<file path="config.mk">
export PLATFORM = sky130hd
export DESIGN_NAME = vmask_reduce
export DESIGN_NICKNAME = d
export VERILOG_FILES = /design/src/rtl/vmask_reduce.sv
export SDC_FILE = /design/constraint.sdc
export NUM_CORES = 1
export LEC_CHECK = 0
export CORE_MARGIN = 1.5
export CORE_UTILIZATION = 45
export CTS_BUF_LIST = sky130_fd_sc_hd__clkbuf_8 sky130_fd_sc_hd__clkbuf_16
export DETAILED_ROUTE_END_ITERATION = 7
export GPL_TIMING_DRIVEN = 0
export PLACE_DENSITY = 0.71
export SETUP_SLACK_MARGIN = 0.4
export SYNTH_ARGS = -nofsm -noshare
export SYNTH_HDL_FRONTEND = slang
export SYNTH_SLANG_ARGS = --single-unit
</file>
<file path="constraint.sdc">
create_clock -name clk -period 9.6 [get_ports clk]
set_input_delay 1.44 -clock clk [delete_from_list [all_inputs] [get_ports clk]]
set_output_delay 1.44 -clock clk [all_outputs]
set_load 0.01 [all_outputs]
</file>
<file path="src/rtl/vmask_reduce.sv">
// vmask_reduce: pipelined mask reduction for the vALU.
//
// Consumes a mask operand streamed as beats of REQ_DATA_WIDTH bits and
// reduces it to one scalar:
//   in_op = 0 : vcpop.m  -> count of active set bits
//   in_op = 1 : vfirst.m -> element index of lowest active set bit, or -1
//
// Pipeline: stage 0 (per-beat popcount / first-hit), stage 1 (accumulator
// FSM, IDLE/ACCUM), stage 2 (output register). The last beat sampled at edge k
// produces out_valid after edge k+2.
//
// Handshake: in_valid has no backpressure; every beat with in_valid=1 is
// consumed at the sampling edge. out_valid is a one-cycle strobe with no ready;
// out_addr/out_data hold their last value between strobes.
//
// Ports:
//   clk, rst              clock, synchronous active-high reset
//   in_valid              beat valid
//   in_first, in_last     operation framing
//   in_op, in_addr        operation kind and tag (taken from the first beat)
//   in_start_idx          element index of bit 0 of the beat
//   in_vec, in_mask       source bits and active-element enables
//   out_addr, out_data    completed tag and scalar result
//   out_valid             result strobe
//   out_err               (only with VMASK_REDUCE_ERR_EN) sticky protocol error
//
// Optional feature macro: VMASK_REDUCE_ERR_EN.
module vmask_reduce #(
    parameter int REQ_ADDR_WIDTH  = 32,
    parameter int REQ_DATA_WIDTH  = 64,
    parameter int RESP_DATA_WIDTH = 64
) (
    input  logic                       clk,
    input  logic                       rst,
    input  logic                       in_valid,
    input  logic                       in_first,
    input  logic                       in_last,
    input  logic                       in_op,
    input  logic [REQ_ADDR_WIDTH-1:0]  in_addr,
    input  logic [REQ_ADDR_WIDTH-1:0]  in_start_idx,
    input  logic [REQ_DATA_WIDTH-1:0]  in_vec,
    input  logic [REQ_DATA_WIDTH-1:0]  in_mask,
    output logic [REQ_ADDR_WIDTH-1:0]  out_addr,
    output logic [RESP_DATA_WIDTH-1:0] out_data,
    output logic                       out_valid
`ifdef VMASK_REDUCE_ERR_EN
    ,
    output logic                       out_err
`endif
);

    localparam int IDX_W = $clog2(REQ_DATA_WIDTH);
    localparam int POP_W = IDX_W + 1;

    // ---------------- stage 0: per-beat reduction ----------------
    logic [REQ_DATA_WIDTH-1:0] beat_bits;
    logic [POP_W-1:0]          pop_c;
    logic [IDX_W-1:0]          lsb_c;

    // Scanning from the top down leaves the lowest set position in lsb_c.
    always_comb begin
        beat_bits = in_vec & in_mask;
        pop_c     = '0;
        lsb_c     = '0;
        for (int i = REQ_DATA_WIDTH - 1; i >= 0; i--) begin
            pop_c = pop_c + POP_W'(beat_bits[i]);
            if (beat_bits[i]) lsb_c = IDX_W'(i);
        end
    end

    logic                      s0_valid, s0_first, s0_last, s0_op, s0_hit;
    logic [REQ_ADDR_WIDTH-1:0] s0_addr, s0_fidx;
    logic [POP_W-1:0]          s0_pop;

    always_ff @(posedge clk) begin
        if (rst || !in_valid) begin
            s0_valid <= 1'b0;
            s0_first <= 1'b0;
            s0_last  <= 1'b0;
            s0_op    <= 1'b0;
            s0_hit   <= 1'b0;
            s0_addr  <= '0;
            s0_fidx  <= '0;
            s0_pop   <= '0;
        end else begin
            s0_valid <= 1'b1;
            s0_first <= in_first;
            s0_last  <= in_last;
            s0_op    <= in_op;
            s0_hit   <= |beat_bits;
            s0_addr  <= in_addr;
            s0_fidx  <= in_start_idx + REQ_ADDR_WIDTH'(lsb_c);
            s0_pop   <= pop_c;
        end
    end

    // ---------------- stage 1: accumulator FSM ----------------
    typedef enum logic {IDLE, ACCUM} state_t;

    state_t                     state_q, state_d;
    logic [RESP_DATA_WIDTH-1:0] cnt_q, cnt_d;
    logic                       found_q, found_d;
    logic [REQ_ADDR_WIDTH-1:0]  fidx_q, fidx_d;
    logic                       op_q, op_d;
    logic [REQ_ADDR_WIDTH-1:0]  addr_q, addr_d;
    logic                       done_q, done_d;

    always_ff @(posedge clk) begin
        if (rst) begin
            state_q <= IDLE;
            cnt_q   <= '0;
            found_q <= 1'b0;
            fidx_q  <= '0;
            op_q    <= 1'b0;
            addr_q  <= '0;
            done_q  <= 1'b0;
        end else begin
            state_q <= state_d;
            cnt_q   <= cnt_d;
            found_q <= found_d;
            fidx_q  <= fidx_d;
            op_q    <= op_d;
            addr_q  <= addr_d;
            done_q  <= done_d;
        end
    end

    always_comb begin
        state_d = state_q;
        cnt_d   = cnt_q;
        found_d = found_q;
        fidx_d  = fidx_q;
        op_d    = op_q;
        addr_d  = addr_q;
        done_d  = 1'b0;
        if (s0_valid) begin
            if (s0_first) begin
                // A first beat always (re)starts; any partial op is abandoned.
                cnt_d   = RESP_DATA_WIDTH'(s0_pop);
                found_d = s0_hit;
                fidx_d  = s0_fidx;
                op_d    = s0_op;
                addr_d  = s0_addr;
                done_d  = s0_last;
                state_d = s0_last ? IDLE : ACCUM;
            end else if (state_q == ACCUM) begin
                cnt_d = cnt_q + RESP_DATA_WIDTH'(s0_pop);
                // Beats arrive in ascending index order: first hit wins.
                if (!found_q && s0_hit) begin
                    found_d = 1'b1;
                    fidx_d  = s0_fidx;
                end
                done_d  = s0_last;
                state_d = s0_last ? IDLE : ACCUM;
            end
            // Non-first beat in IDLE is dropped.
        end
    end

`ifdef VMASK_REDUCE_ERR_EN
    logic viol;
    always_comb begin
        viol = s0_valid && (s0_first ? (state_q == ACCUM) : (state_q == IDLE));
    end

    always_ff @(posedge clk) begin
        if (rst) out_err <= 1'b0;
        else if (viol) out_err <= 1'b1;
    end
`endif

    // ---------------- stage 2: output register ----------------
    always_ff @(posedge clk) begin
        if (rst) begin
            out_valid <= 1'b0;
            out_addr  <= '0;
            out_data  <= '0;
        end else begin
            out_valid <= done_q;
            if (done_q) begin
                out_addr <= addr_q;
                if (op_q) out_data <= found_q ? RESP_DATA_WIDTH'(fidx_q) : '1;
                else      out_data <= cnt_q;
            end
        end
    end

endmodule

</file>
== Word-level counts from Yosys, hierarchy flattened ==
Cells that the tools add are included.

* $add $sub $neg: 65
* Mux-type cells: 80
* Bitwise logic cells: 2
* Reduce and logical (&&, ||, !) cells: 11

{| class="wikitable"
|+ Operators with widths
! operator !! number
|-
| 7-bit by 1-bit adder with 7-bit output || 57
|-
| 6-bit two-way mux || 64
|-
| 64-bit two-way mux || 4
|-
| 32-bit two-way mux || 3
|-
| 64-bit by 7-bit adder with 64-bit output || 1
|-
| 64-bit AND || 1
|-
| 64-bit OR reduction || 1
|-
| 32-bit by 6-bit adder with 32-bit output || 1
|-
| 1-bit two-way mux || 9
|-
| 6-bit by 1-bit adder with 7-bit output || 1
|-
| 5-bit by 1-bit adder with 6-bit output || 1
|-
| 4-bit by 1-bit adder with 5-bit output || 1
|-
| 3-bit by 1-bit adder with 4-bit output || 1
|-
| 2-bit AND reduction || 2
|-
| 2-bit nonzero test || 2
|-
| 2-bit by 1-bit adder with 3-bit output || 1
|-
| 3-bit AND reduction || 1
|-
| 1-bit by 1-bit adder with 2-bit output || 1
|-
| 1-bit zero test || 2
|-
| 2-bit OR reduction || 1
|-
| 1-bit logical AND || 1
|-
| 1-bit logical OR || 1
|-
| 1-bit inverter || 1
|}

* Bits in registers: 305
* Input port bits: 198
* Output and inout port bits: 97
* Word-level logic and storage cells: 176

== Depth between registers and ports, before layout ==
Gate-level depths: netlist of run 1.

* Depth in word-level cells: 66
* Depth in mapped cells: 25
* Mapped depth without buffers: 25

== Least setup slack after synthesis of run 1 ==
OpenSTA, ideal clock, no wires.

* Path type: input-to-reg
* Start point: input in_vec[17]
* End point: register s0_pop[6]
* Library setup time: 128 ps
* Data arrival time: 6888 ps
* Data required time: 9472 ps
* Path slack: 2585 ps
* Cell stages on the path: 22
* Buffers on the path: 0
* Cell sequence: and2_1 > fa_1 > inv_1 > fa_1 > inv_1 > fa_1 > inv_1 > fa_1 > fa_1 > fa_1 > fa_1 > fa_1 > inv_1 > ha_1 > inv_1 > fa_1 > nor2b_1 > o21ai_0 > nand2b_1 > a21o_1 > a21oi_1 > nor2_1

* Longest elaborated chain between the ends: 19

{| class="wikitable"
|+ Ends and longest elaborated chain
! what !! RTL line !! text
|-
| start, declared || 41 || <nowiki>input logic [REQ_DATA_WIDTH-1:0] in_vec,</nowiki>
|-
| 64-bit AND || 62 || <nowiki>beat_bits = in_vec & in_mask;</nowiki>
|-
| 7-bit by 1-bit adder with 7-bit output (18 in series) || 66 || <nowiki>pop_c = pop_c + POP_W'(beat_bits[i]);</nowiki>
|-
| end signal, assigned || 93 || <nowiki>s0_pop <= pop_c;</nowiki>
|-
| end, declared || 73 || <nowiki>logic [POP_W-1:0] s0_pop;</nowiki>
|}

Every way passes these cells.
A chain may end at the register's enable or synchronous reset.

== Worst setup path after layout of run 1 ==
* Start point: input in_mask[0]
* End point: register s0_pop[5]

* Longest elaborated chain between the ends: 2

{| class="wikitable"
|+ Ends and longest elaborated chain
! what !! RTL line !! text
|-
| start, declared || 42 || <nowiki>input logic [REQ_DATA_WIDTH-1:0] in_mask,</nowiki>
|-
| 64-bit AND || 62 ||
|-
| 7-bit by 1-bit adder with 7-bit output || 66 ||
|}

Every way passes these cells.

==> metrics.txt, run 1 <==
Top-Level Pins 295; hpwl dp 35.7 mm; Syn Nets 2029; Layout Area Growth over Synthesis 29.8%; Final Cycle Share 77.2%; worst r2r path cells 7; Post-Syn Instances 1746; Worst Path Arrival 7860 ps; GP Congestion 0.933; Post-Synthesis Cell Area 0.0149 sq mm; Reg area 0.00611 sq mm; layout cells sized above 1 2.77%; YS warnings 0; vias 13500; Routed WL per cell 17.7 microns; setup violators final 0; register area share after synthesis 40.8%; Max Fclk 0.135 GHz; nets 2355; syn_area_per_cell 8.56 sq um; CTS Root Cell clkbuf_16; area leader, netlist dfxtp_1; LEAKAGE 6.92 nW; Critical Path Slowest Stage Cell fa_1; Slew headroom 24.8%; most used cell, CP fa_1; hold endpoint op_q$_SDFFE_PP0P_; TritonCTS clock tree built; final hold violation count 0; min-delay src s0_op$_SDFF_PN0_; # clock sinks 305; crit-path cells clkdlybuf4s50_1 -> nand2_1 -> inv_1 -> fa_1 -> inv_1 -> fa_1 -> fa_1 -> fa_1 -> fa_1 -> fa_1 -> fa_1 -> fa_1 -> inv_1 -> ha_1 -> a21o_1 -> a21oi_1 -> o21bai_1 -> a21oi_1 -> xor2_1 -> nor2_1; DIE AREA 0.0343 sq mm; Internal 2.60 mW; largest net degree at the start of global routing 17; cts repair resizes 0; status finished, final reports clean; hold path cells 2; sum of negative setup slack 0 ps; drt via density 5.32; Pwr Density 200 mW/mm^2; DRT Pass-1 Iters 5; Core ar. 0.0326 sq mm; commonest non-fill, non-tap cell in the layout dfxtp_1; crit path max fanout 3; Area after DPL 0.0184 sq mm; slowest cell delay on critical path 550 ps; Yosys top cell area share 40.8%; worst hold path type reg2reg; VDD IR max 0.342 mV; RSZ-0062 raised after global routing false; Synth Flop Type dfxtp_1; most frequent cells in the layout dfxtp_1 (305), clkdlybuf4s50_1 (294), nand2_1 (255), nor2_1 (164), a21oi_1 (147); Final ANT Viol Nets 0; CP startpoint kind primary input; remaining global-route overflow 0; Reg power frac 33.5%; # rows 66; Num CTS Buffers 30; number of global-route vias before repair 13200; EDFF count, synth 0; clock network fraction of total power 29.2%; asr flop ratio synth 0%; worst path bufs/invs 4; worst skew pair latency 570 ps; DRC 0; initial antenna violation count 3; input/output buffers 294; Critical Path RT 10040 ps; Reg2Reg Setup Slack 6450 ps; worst r2r src s0_first$_SDFF_PN0_; worst slew pin tran 1120 ps; Unique masters post-synth 64; Final Slew Violations 0; maxcap violations 0; Die Height 185 microns; die width 185 microns; r2r endpoint cnt_q[43]$_SDFFE_PP0P_; initial core utilization 45.8%; first-pass GRT wire length 69.3 mm; hold_buf cts 0; min Tclk post-route 7420 ps; Post-CTS Setup Bufs 0; Finished Cell Area 0.0194 sq mm; WS Path Type in2reg; CTS Buffer Depth 3; Worst Setup End Kind flip-flop; #FFs+latches synth 305; GRT Total Usage 25.9%; Fin Clk Skew 30.1 ps; Worst-path clk slew 60 ps; P_sw 1.29 mW; 1st-iter DRT viols 932; H-Tree Depth 1; leading post-synthesis cells by cell area dfxtp_1 (41%), fa_1 (7.4%), nand2_1 (6.4%); Logic pwr share 37.4%; Crit path max-delay family adder cells; fillers 2930; multi-input logic area 0.00813 sq mm; WL final 44.9 mm; Sw Ratio 33.1%
[power by group through the flow]
stage,clock network (mW),registers [mW],logic (mW)
3_3_place_gp,0,1.33,1.39
4_1_cts,1.15,1.30,1.46
6_report,1.13,1.30,1.45
2_1_floorplan,0,1.33,1.05
3_5_place_dp,0,1.33,1.45
5_1_grt,1.20,1.30,1.63
[final cells by class]
cell class	instances	share of cell area (%)
buffer	89	1.75
tap	442	2.85
timing repair buffer	294	15.2
sequential	305	31.5
multi-input combinational	1252	41.9
clock buffer	34	4.15
antenna	2	0.0258
clock inverter	17	0.793
inverter	100	1.93
[metal layers]
layer	part of all wire, %	up-vias	global-route usage (%)
met3	6.2	103	4.11
li1	-	6615	-
met4	3.6	2	9.95
met1	40	6303	30.8
met5	0.033	-	0
met2	50	466	46.4
[cells by family (layout without fill, tap and decap cells)]
logic type      count (synthesis)  after routing  synth area share [%]
other cells                     0              2                     0
flops                         305            305                  40.8
mux                            66             66                  4.42
simple gates                  693            693                  21.8
buf+inv                       189            534                  4.78
compound gates                349            349                  14.8
xor+xnor                       59             59                  3.46
fa+ha+maj                      85             85                  9.88
[cells in the mapped netlist (all sizes together), types with 3 or more instances]
master   number
xnor2        47
and4          5
o31ai         8
a22oi         6
a31oi         5
nand2b       37
a21o          6
xor2         12
nand4        21
inv         100
o21a         13
or3          24
clkbuf       76
o21bai        4
o211ai       35
dfxtp       305
nor3         34
and2         55
mux2i        66
and3         13
nor2b         8
nor4         20
nand3        37
a2111oi       3
a21oi       147
fa           55
buf          13
nor2        164
o21ai        34
a22o          4
a211oi       53
or2           4
a31o          6
nand2       255
a21boi        4
or4           8
ha           30
[registers in the layout (all words and copies together) (netlist names), 7 cells and up]
register  cells
s0_addr      32
out_addr     32
fidx_q       32
addr_q       32
cnt_q        64
out_data     64
s0_pop        7
s0_fidx      32
[worst reg2reg max path, delay by kind of cell, from the launching register on]
kind	cells	cell delay [ps]
DFF	1	300
AOI/OAI and AO/OA	2	300
and+or+nand+nor	3	1930
buffers and inverters	2	570
[worst max path at each step]
stage	cells past startpoint	from	end	slack (ps)
finish	20	in_mask[0]	s0_pop[5]$_SDFF_PN0_	2180
global route	20	in_mask[1]	s0_pop[5]$_SDFF_PN0_	1980
CTS	20	in_mask[0]	s0_pop[5]$_SDFF_PN0_	2230
detailed placement	20	in_mask[0]	s0_pop[5]$_SDFF_PN0_	1650
global placement	22	in_mask[0]	s0_pop[6]$_SDFF_PN0_	1710
floorplan	22	in_vec[17]	s0_pop[6]$_SDFF_PN0_	2580
[metrics by stage]
stage	setup slack (ps)	power (mW)	utilization, %	hold slack, ps	instances
floorplan	2580	2.38	-	409	1746
global placement	1710	2.72	56.5	420	2482
detailed placement	1650	2.78	56.5	425	2482
CTS	2230	3.91	59.5	420	2533
global route	1980	4.14	59.5	440	2534
finish	2180	3.89	59.5	414	2535
Power figures use the tool's default switching activity.
==> inputs of run 2 (changes only) <==
- clock period: 9.6 -> 7.4 ns (I/O delays scaled with it)
==> metrics.txt, run 2 (synthesis results as in run 1) <==
RSZ-0062 raised after global routing false; Core ar. 0.0326 sq mm (unchanged); crit path max fanout 3 (unchanged); sum of negative setup slack 0 ps (unchanged); Finished Cell Area 0.0194 sq mm (+0.19%); Crit path max-delay family adder cells; worst skew pair latency 570 ps (about the same); Worst-path clk slew 60 ps (about the same); Worst Setup End Kind flip-flop; Die Height 185 microns (unchanged); CP startpoint kind primary input; DRC 0 (unchanged); number of global-route vias before repair 13200 (+0.061%); final hold violation count 0 (unchanged); min-delay src s0_op$_SDFF_PN0_; drt via density 5.32 (about the same); GRT Total Usage 25.9% (unchanged); most used cell, CP fa_1; 1st-iter DRT viols 929 (-0.32%); setup violators final 0 (unchanged); Worst Path Arrival 7270 ps (-590 ps); maxcap violations 0 (unchanged); Pwr Density 261 mW/mm^2 (+30%); most frequent cells in the layout dfxtp_1 (305), clkdlybuf4s50_1 (290), nand2_1 (252), nor2_1 (164), a21oi_1 (145); Largest regs cnt_q: 64 flops, out_data: 64 flops; Final Cycle Share 92.2%; Max Fclk 0.147 GHz; hold_buf cts 0 (unchanged); Routed WL per cell 17.8 microns (+0.24%); worst r2r src s0_first$_SDFF_PN0_; status finished, final reports clean; Final Slew Violations 0 (unchanged); Area after DPL 0.0184 sq mm (unchanged); worst hold path type reg2reg; Critical Path RT 7840 ps (-2200 ps); CTS Root Cell clkbuf_16; Fin Clk Skew 29.7 ps (-0.447 ps); layout cells sized above 1 3.15% (+0.38 points); Critical Path Slowest Stage Cell fa_1; initial core utilization 45.8% (unchanged); slowest cell delay on critical path 580 ps (+30 ps); min Tclk post-route 6820 ps; Layout Area Growth over Synthesis 30.1%; DRT Pass-1 Iters 5 (unchanged); input/output buffers 294 (unchanged); commonest non-fill, non-tap cell in the layout dfxtp_1; nets 2356 (+0.042%); largest net degree at the start of global routing 17 (unchanged); worst path bufs/invs 6 (+2); WS Path Type in2reg; die width 185 microns (unchanged); hpwl dp 35.7 mm (unchanged); Core Util, Final 59.6% (+0.11 points); worst slew pin tran 1130 ps (+14.3 ps); Final ANT Viol Nets 0 (unchanged); # clock sinks 305 (unchanged); # rows 66 (unchanged); DIE AREA 0.0343 sq mm (unchanged); vias 13500 (+0.059%); Slew headroom 23.8% (-0.96 points); TritonCTS clock tree built; Num CTS Buffers 30 (unchanged); LEAKAGE 6.96 nW (+0.61%); H-Tree Depth 1 (unchanged); CTS Buffer Depth 3 (unchanged); initial antenna violation count 3 (unchanged); first-pass GRT wire length 69.3 mm (about the same); crit-path cells clkdlybuf4s50_1 -> and2_1 -> fa_1 -> inv_1 -> fa_1 -> inv_1 -> fa_1 -> inv_1 -> fa_1 -> fa_1 -> fa_1 -> fa_1 -> fa_2 -> inv_1 -> ha_1 -> inv_1 -> fa_1 -> nor2b_1 -> o21ai_0 -> nand2b_1 -> a21o_1 -> a21oi_2 -> nor2_1; Top-Level Pins 295 (unchanged); remaining global-route overflow 0 (unchanged); WL final 45.0 mm (+0.28%); Worst Setup SP in_vec[17]; WHS 414 ps (+0.419 ps); GP Congestion 0.933 (unchanged); VDD IR max 0.444 mV (+30%)
run 2: cell types whose count changed in the layout (fill, tap and decap cells not counted), moves of 2 or more:
cell             change
nand2_1              -3
a21oi_1              -2
a21oi_2              +2
nand2_2              +3
clkdlybuf4s50_1      -4
dlymetal6s2s_1       +4
run 2: report_power, final:
part | switching, mW | internal [mW] | total, mW
clock network | 0.625 | 0.844 | 1.47
registers | 0.0118 | 1.68 | 1.69
logic | 1.05 | 0.870 | 1.92
run 2: area by class of cell:
type,instances,area (sq um)
antenna,2,5.00
buffer,89,339
clock buffer,34,806
clock inverter,17,154
fill,2929,13200
inverter,100,375
multi-input combinational,1252,8150
sequential,305,6110
tap,442,553
timing repair buffer,295,2960
run 2: routing by layer:
layer | vias up | part of all wire, % | wire (microns) | GRT usage, %
li1 | 6620 | - | - | -
met1 | 6317 | 40 | 18200 | 30.8
met2 | 461 | 50 | 22700 | 46.4
met3 | 97 | 5.9 | 2660 | 4.11
met4 | 2 | 3.3 | 1500 | 9.95
met5 | - | 0.033 | 15 | 0
run 2: stage by stage:
step	cells	power [mW]	setup slack [ps]
5_1_grt	2535	5.41	396
4_1_cts	2533	5.11	421
3_3_place_gp	2482	3.53	-158
2_1_floorplan	1746	3.08	715
3_5_place_dp	2482	3.61	-221
6_report	2536	5.08	576
run 2: final timing paths:
kind                                  to  slack, ps  depth (start not counted)
hold reg to reg        op_q$_SDFFE_PP0P_        410                          2
setup reg to reg  cnt_q[43]$_SDFFE_PP0P_       4230                          7
setup / recovery    s0_pop[6]$_SDFF_PN0_        580                         23
hold / removal         op_q$_SDFFE_PP0P_        410                          2
run 2: what timing repair did:
action / in CTS / in global routing
resized for setup: 3 / 8
setup buffers: 0 / 1
endpoints found under the setup margin: 2 / 3
pin swaps: 0 / 8
run 2: worst register-to-register path, cell delays in order, from the launching register on:
cell and delay, ps:
dfxtp_1 300, buf_2 170, o21ai_0 160, nor3_1 940, nand4_1 630, clkbuf_1 400, or3_1 380, a21oi_1 140
